[src/rtl/mips_alu_pkg.sv]
// mips_alu_pkg: ALU opcodes and FSM state type shared by the mips_alu_mc slice.
package mips_alu_pkg;
  localparam logic [3:0] ALU_AND  = 4'b0000;
  localparam logic [3:0] ALU_OR   = 4'b0001;
  localparam logic [3:0] ALU_ADD  = 4'b0010;
  localparam logic [3:0] ALU_SUB  = 4'b0110;
  localparam logic [3:0] ALU_SLT  = 4'b0111;
  localparam logic [3:0] ALU_MUL  = 4'b1000;
  localparam logic [3:0] ALU_DIVU = 4'b1001;
  typedef enum logic [1:0] {IDLE, BUSY, DONE} state_t;
endpackage

[src/rtl/alu_iter_muldiv.sv]
// alu_iter_muldiv: one-bit-per-cycle unsigned shift-add multiplier / restoring divider.
// The divider half is built only when ALU_DIVU_EN is defined.
module alu_iter_muldiv #(
  parameter int WIDTH = 32
) (
  input  logic             clk,
  input  logic             rst_n,
  input  logic             start,
  input  logic             mode,
  input  logic [WIDTH-1:0] a,
  input  logic [WIDTH-1:0] b,
  output logic             done,
  output logic [WIDTH-1:0] hi,
  output logic [WIDTH-1:0] lo
);
  localparam int CNT_W = $clog2(WIDTH) + 1;
  logic [2*WIDTH-1:0] p, p_nxt;
  logic [WIDTH-1:0] m;
  logic [CNT_W-1:0] cnt;
  assign done = cnt == CNT_W'(WIDTH);
  assign {hi, lo} = p;
`ifdef ALU_DIVU_EN
  logic md;
  logic [WIDTH:0] x;
  logic [WIDTH+1:0] y, s;
  // One adder serves both: add multiplicand to HI, or subtract divisor from shifted remainder.
  always_comb begin
    x = md ? p[2*WIDTH-1:WIDTH-1] : {1'b0, p[2*WIDTH-1:WIDTH]};
    y = md ? ~{2'b0, m} : (p[0] ? {2'b0, m} : '0);
    s = {1'b0, x} + y + (WIDTH+2)'(md);
    p_nxt = md ? {(s[WIDTH+1] ? p[2*WIDTH-2:WIDTH-1] : s[WIDTH-1:0]), p[WIDTH-2:0], ~s[WIDTH+1]}
               : {s[WIDTH:0], p[WIDTH-1:1]};
  end
  always_ff @(posedge clk or negedge rst_n)
    if (!rst_n) md <= 1'b0;
    else if (start) md <= mode;
`else
  logic [WIDTH:0] s;
  assign s = {1'b0, p[2*WIDTH-1:WIDTH]} + (p[0] ? {1'b0, m} : '0);
  assign p_nxt = {s, p[WIDTH-1:1]};
`endif
  always_ff @(posedge clk or negedge rst_n)
    if (!rst_n) begin
      p   <= '0;
      m   <= '0;
      cnt <= '0;
    end else if (start) begin
      p   <= {{WIDTH{1'b0}}, mode ? a : b};
      m   <= mode ? b : a;
      cnt <= '0;
    end else if (!done) begin
      p   <= p_nxt;
      cnt <= cnt + CNT_W'(1);
    end
endmodule

[src/rtl/mips_alu_mc.sv]
// mips_alu_mc: multi-cycle MIPS execute ALU with valid/ready handshakes.
// Define ALU_DIVU_EN to build iterative DIVU (op 1001); otherwise it is an undefined op.
module mips_alu_mc
  import mips_alu_pkg::*;
#(
  parameter int WIDTH      = 32,
  parameter bit SLT_SIGNED = 1'b1
) (
  input  logic             clk,
  input  logic             rst_n,
  input  logic             in_valid,
  output logic             in_ready,
  input  logic [3:0]       alu_op,
  input  logic [WIDTH-1:0] operand1,
  input  logic [WIDTH-1:0] operand2,
  output logic             out_valid,
  input  logic             out_ready,
  output logic [WIDTH-1:0] result,
  output logic [WIDTH-1:0] result_hi,
  output logic             zero,
  output logic             div_by_zero
);
`ifdef ALU_DIVU_EN
  localparam bit DIVU_EN = 1'b1;
`else
  localparam bit DIVU_EN = 1'b0;
`endif
  state_t state;
  logic [WIDTH-1:0] sc_res, md_hi, md_lo;
  logic lt, dz, iter, md_done;
  assign in_ready = state == IDLE;
  assign lt = SLT_SIGNED ? $signed(operand1) < $signed(operand2) : operand1 < operand2;
  assign sc_res = alu_op == ALU_ADD ? operand1 + operand2 :
                  alu_op == ALU_SUB ? operand1 - operand2 :
                  alu_op == ALU_AND ? operand1 & operand2 :
                  alu_op == ALU_OR  ? operand1 | operand2 :
                  alu_op == ALU_SLT ? {{(WIDTH-1){1'b0}}, lt} : '0;
  // Divide by zero short-circuits the iterative path and answers in one cycle.
  assign dz   = DIVU_EN && alu_op == ALU_DIVU && operand2 == '0;
  assign iter = alu_op == ALU_MUL || (DIVU_EN && alu_op == ALU_DIVU && operand2 != '0);
  alu_iter_muldiv #(.WIDTH(WIDTH)) u_md (
    .clk   (clk),
    .rst_n (rst_n),
    .start (in_valid && in_ready && iter),
    .mode  (alu_op == ALU_DIVU),
    .a     (operand1),
    .b     (operand2),
    .done  (md_done),
    .hi    (md_hi),
    .lo    (md_lo)
  );
  always_ff @(posedge clk or negedge rst_n)
    if (!rst_n) begin
      state       <= IDLE;
      out_valid   <= 1'b0;
      result      <= '0;
      result_hi   <= '0;
      zero        <= 1'b0;
      div_by_zero <= 1'b0;
    end else if (state == IDLE) begin
      if (in_valid) begin
        state       <= iter ? BUSY : DONE;
        out_valid   <= !iter;
        div_by_zero <= dz;
        if (!iter) begin
          result    <= dz ? '1 : sc_res;
          result_hi <= dz ? operand1 : '0;
          zero      <= !dz && sc_res == '0;
        end
      end
    end else if (state == BUSY) begin
      if (md_done) begin
        state     <= DONE;
        out_valid <= 1'b1;
        result    <= md_lo;
        result_hi <= md_hi;
        zero      <= md_lo == '0;
      end
    end else if (out_ready) begin
      state     <= IDLE;
      out_valid <= 1'b0;
    end
endmodule

[config.mk]
export PLATFORM = sky130hd
export DESIGN_NAME = mips_alu_mc
export DESIGN_NICKNAME = d
export VERILOG_FILES = /design/src/rtl/mips_alu_pkg.sv /design/src/rtl/alu_iter_muldiv.sv /design/src/rtl/mips_alu_mc.sv
export SDC_FILE = /design/constraint.sdc
export NUM_CORES = 1
export LEC_CHECK = 0
export ABC_AREA = 1
export CORE_UTILIZATION = 36
export CTS_BUF_LIST = sky130_fd_sc_hd__clkbuf_8 sky130_fd_sc_hd__clkbuf_16
export DETAILED_ROUTE_END_ITERATION = 6
export HOLD_SLACK_MARGIN = 0.15
export SETUP_SLACK_MARGIN = 0.02
export SLEW_MARGIN = 0
export SYNTH_ARGS = -nofsm -noshare
export SYNTH_HDL_FRONTEND = slang
export SYNTH_SLANG_ARGS = --single-unit
[constraint.sdc]
create_clock -name clk -period 2.6 [get_ports clk]
set_input_delay 0.39 -clock clk [delete_from_list [all_inputs] [get_ports clk]]
set_output_delay 0.39 -clock clk [all_outputs]
set_load 0.05 [all_outputs]
==> impl_metrics.yaml <==
drt:
  drt_first_pass_iters: 5
  vias: 18300
  route.detailed.drc: 0
  wl_mm: 66.0
  ant_nets: 0
  drtIter0Drc: 1334
  wire_per_inst_um: 18.3
  viasPerCell: 5.10
clock_network:
  root_buffer: "clkbuf_16"
  clk_pin_slew_ns: 0.07
  cts_buffers: 17
  insertion_delay_ns: 0.45
  htree_levels: 4
  cts_num_sinks: 169
  cts_tree: "done"
  clk_path_buf_depth: 2
yosys:
  synth-seq-cells: 169
  synth_cell_types: 52
  synth_top_area_frac: 0.270
  synth_nets: 2615
  netlist_top_cells_count: "nand2_1 (689), inv_1 (354), o21ai_0 (208)"
  postSynthAreaPerCell_um2: 6.49
  synth_most_common_cell: "nand2_1"
  synth_edf_count: 0
  synth_cells: 2410
  synth-seq-area-share: 0.270
  yosys_warnings: 0
  synthArstFlopShare: 1.00
  yosys.area.top_type: "dfrtp_1"
  syn-cell-area_um2: 15600
  synthFlopType: "dfrtp_1"
  synthTopCellsByArea: "dfrtp_1 (27%), nand2_1 (17%), ha_1 (10%), inv_1 (8.5%), o21ai_0 (6.7%)"
global_route:
  grt.total_usage: 0.294
  use_met2: 0.487
  grt_max_degree: 74
  grt_pass1_wl_mm: 99.9
  antenna_found_initial: 1
  use_met1: 0.409
  busiest_layer: "met2"
  grt-ovfl-total: 0
  first_global_vias: 17900
  grtUsageMet3: 0.0361
sta:
  drv_slew: 0
  finClkSkew_ns: 0.0103
  rsz0062_at_grt: "yes"
  finalSetupTns_ns: -0.00360
  setup_violations: 1
  fmax_mhz: 384
  post-route-min-period_ns: 2.60
  worstMarginPinSlew_ns: 0.686
  hold_viol_final: 0
  relSlewSlack: 0.542
  fin_ws_ns: -0.00360
  fin_crit_sh: 1.00
floorplanning:
  die_y_um: 210
  boundaryPins: 140
  die_area_um2: 44300
  die_w_um: 210
  coreArea_um2: 42400
  start_util: 0.369
  num_rows: 75
power:
  switchingPower_mw: 9.61
  combinationalPowerShare: 0.633
  peakVddDrop_uv: 654
  p_leak_nw: 12.3
  p_int_mw: 10.2
  swShare: 0.486
  total_power_mw: 19.8
  clockPowerShare: 0.123
  seqPwrFrac: 0.244
  powerDensity_nw_per_um2: 830
worst_setup_path:
  r2r_start: "u_md.p[0]$_DFFE_PN0P_"
  worstPathArrival_ns: 2.94
  cp_max_fo: 6
  crit_end: "u_md.p[52]$_DFFE_PN0P_"
  worst-r2r-setup-slack_ns: -0.004
  cp.required_ns: 2.94
  cp-startpoint: "u_md.p[0]$_DFFE_PN0P_"
  rr_worst_depth: 20
  start_kind: "flip-flop"
  reg2reg_to: "u_md.p[52]$_DFFE_PN0P_"
  cp-end-kind: "flip-flop"
  critPathKind: "flip-flop to flip-flop"
worst_hold_path:
  hp-class: "input pin to flip-flop"
cells_and_area:
  drive_gt1_frac: 0.336
  area_growth_pct: 52.4
  antennaDiodeCount: 0
  fillers: 4148
  multiInputGateArea_um2: 11300
  seq_area_um2: 4230
  final_area_um2: 23800
  final_core_util: 0.562
  nets: 3212
outcome:
  status: "finished with violations"
  violations: "negative setup slack"
place:
  place_area_um2: 21100
  dp_slack_ns: -1.26
  port_buffers: 138
  hpwl_mm: 52.5
  gp_congestion: 1.02
job:
  maxCapViolCount: 0
## worst max-delay path, cell delays in order (launching register included)
cell and delay [ns]:
dfrtp_2 0.47, buf_12 0.17, nand2_4 0.07, inv_4 0.04
ha_4 0.26, nand2_2 0.05, nor2_2 0.09, nand2_1 0.06
and3_4 0.16, nor2_4 0.10, o22ai_2 0.08, o21ai_2 0.22
buf_4 0.17, buf_6 0.10, a31oi_4 0.07, inv_2 0.09
nand2_2 0.07, nand2_1 0.07, nand2_1 0.04, nand3_1 0.06
nand2_1 0.06
## power groups by stage
stage	sequential, mW	combinational, mW	clock (mW)
floorplan	6.05	5.00	0
global placement	4.73	10.5	0
detailed placement	4.76	10.6	0
CTS	4.78	11.4	2.47
global route	4.98	13.5	2.56
finish	4.83	12.5	2.43
## registers in the layout, summed over array words and instances, names as in the netlist
| signal | flops |
|---|---|
| u_md.p | 64 |
| result | 32 |
| result_hi | 32 |
| u_md.m | 32 |
| u_md.cnt | 6 |
| out_valid | 1 |
| state | 1 |
| zero | 1 |
## cells by family after synthesis
| group | count (synthesis) | share of synthesized area |
|---|---|---|
| buf+inv | 463 | 0.119 |
| fa+ha+maj | 133 | 0.108 |
| xor+xnor | 15 | 0.00840 |
| compound gates | 493 | 0.181 |
| simple gates | 1136 | 0.313 |
| flops | 169 | 0.270 |
| other cells | 1 | 0.000240 |
## final cells by class
| class | instances | share of cell area |
|---|---|---|
| Inverter | 370 | 0.0584 |
| Multi-Input combinational cell | 1778 | 0.473 |
| Clock inverter | 12 | 0.00373 |
| Tap cell | 577 | 0.0303 |
| Timing Repair Buffer | 671 | 0.238 |
| Clock buffer | 20 | 0.0196 |
| Sequential cell | 169 | 0.178 |
## per-stage QoR
stage	hold WS (ns)	cells
final	0.408	3597
after global routing	0.408	3597
after CTS	0.452	3583
after detailed placement	0.353	3514
after global placement	0.355	3514
after floorplan	0.0944	2410
## worst min-delay path by stage
stage | startpoint | endpoint | slack (ns) | cells past startpoint
final | operand1[22] | u_md.p[22]$_DFFE_PN0P_ | 0.41 | 4
after global routing | operand1[22] | u_md.p[22]$_DFFE_PN0P_ | 0.41 | 4
after CTS | rst_n | u_md.p[37]$_DFFE_PN0P_ | 0.45 | 2
after detailed placement | rst_n | result_hi[5]$_DFFE_PN0P_ | 0.35 | 1
after global placement | rst_n | result_hi[5]$_DFFE_PN0P_ | 0.36 | 1
after floorplan | rst_n | out_valid$_DFFE_PN0P_ | 0.09 | 0
## what timing repair did
item | in CTS | in global routing
pin swaps | 74 | 85
buffers inserted | 34 | 17
endpoints found under the hold margin | 44 | 0
gates resized for setup | 313 | 239
endpoints found under the setup margin | 34 | 41
hold buffers | 1 | 0
gates cloned | 2 | 0
## metal layers
layer	up-vias	wire length, µm
met1	8771	30600
met3	67	3570
met4	0	1160
li1	8999	-
met2	510	30600
met5	-	0
## cells in the final DEF (no fill, tap or decap), drive strengths merged, types with 2 or more instances in the layout
master / synthesis / final
nor2: 193 / 193
dlymetal6s2s: 0 / 14
o21a: 3 / 3
o21ai: 219 / 219
clkdlybuf4s15: 0 / 8
clkinv: 1 / 5
ha: 130 / 130
nand3: 147 / 147
o211ai: 32 / 32
clkbuf: 45 / 25
clkinvlp: 0 / 2
o21bai: 11 / 11
o31ai: 3 / 3
nor3: 23 / 23
buf: 48 / 533
a21oi: 149 / 149
dlygate4sd2: 0 / 29
a21o: 5 / 5
inv: 369 / 375
nor4: 12 / 12
dfrtp: 169 / 169
xor2: 13 / 13
nand2: 713 / 713
nand3b: 15 / 15
xnor2: 2 / 2
fa: 3 / 3
o221ai: 28 / 28
o22ai: 30 / 30
clkdlybuf4s50: 0 / 80
or2: 6 / 6
nand4: 23 / 23
a31oi: 10 / 10
Power figures use the tool's default switching activity.
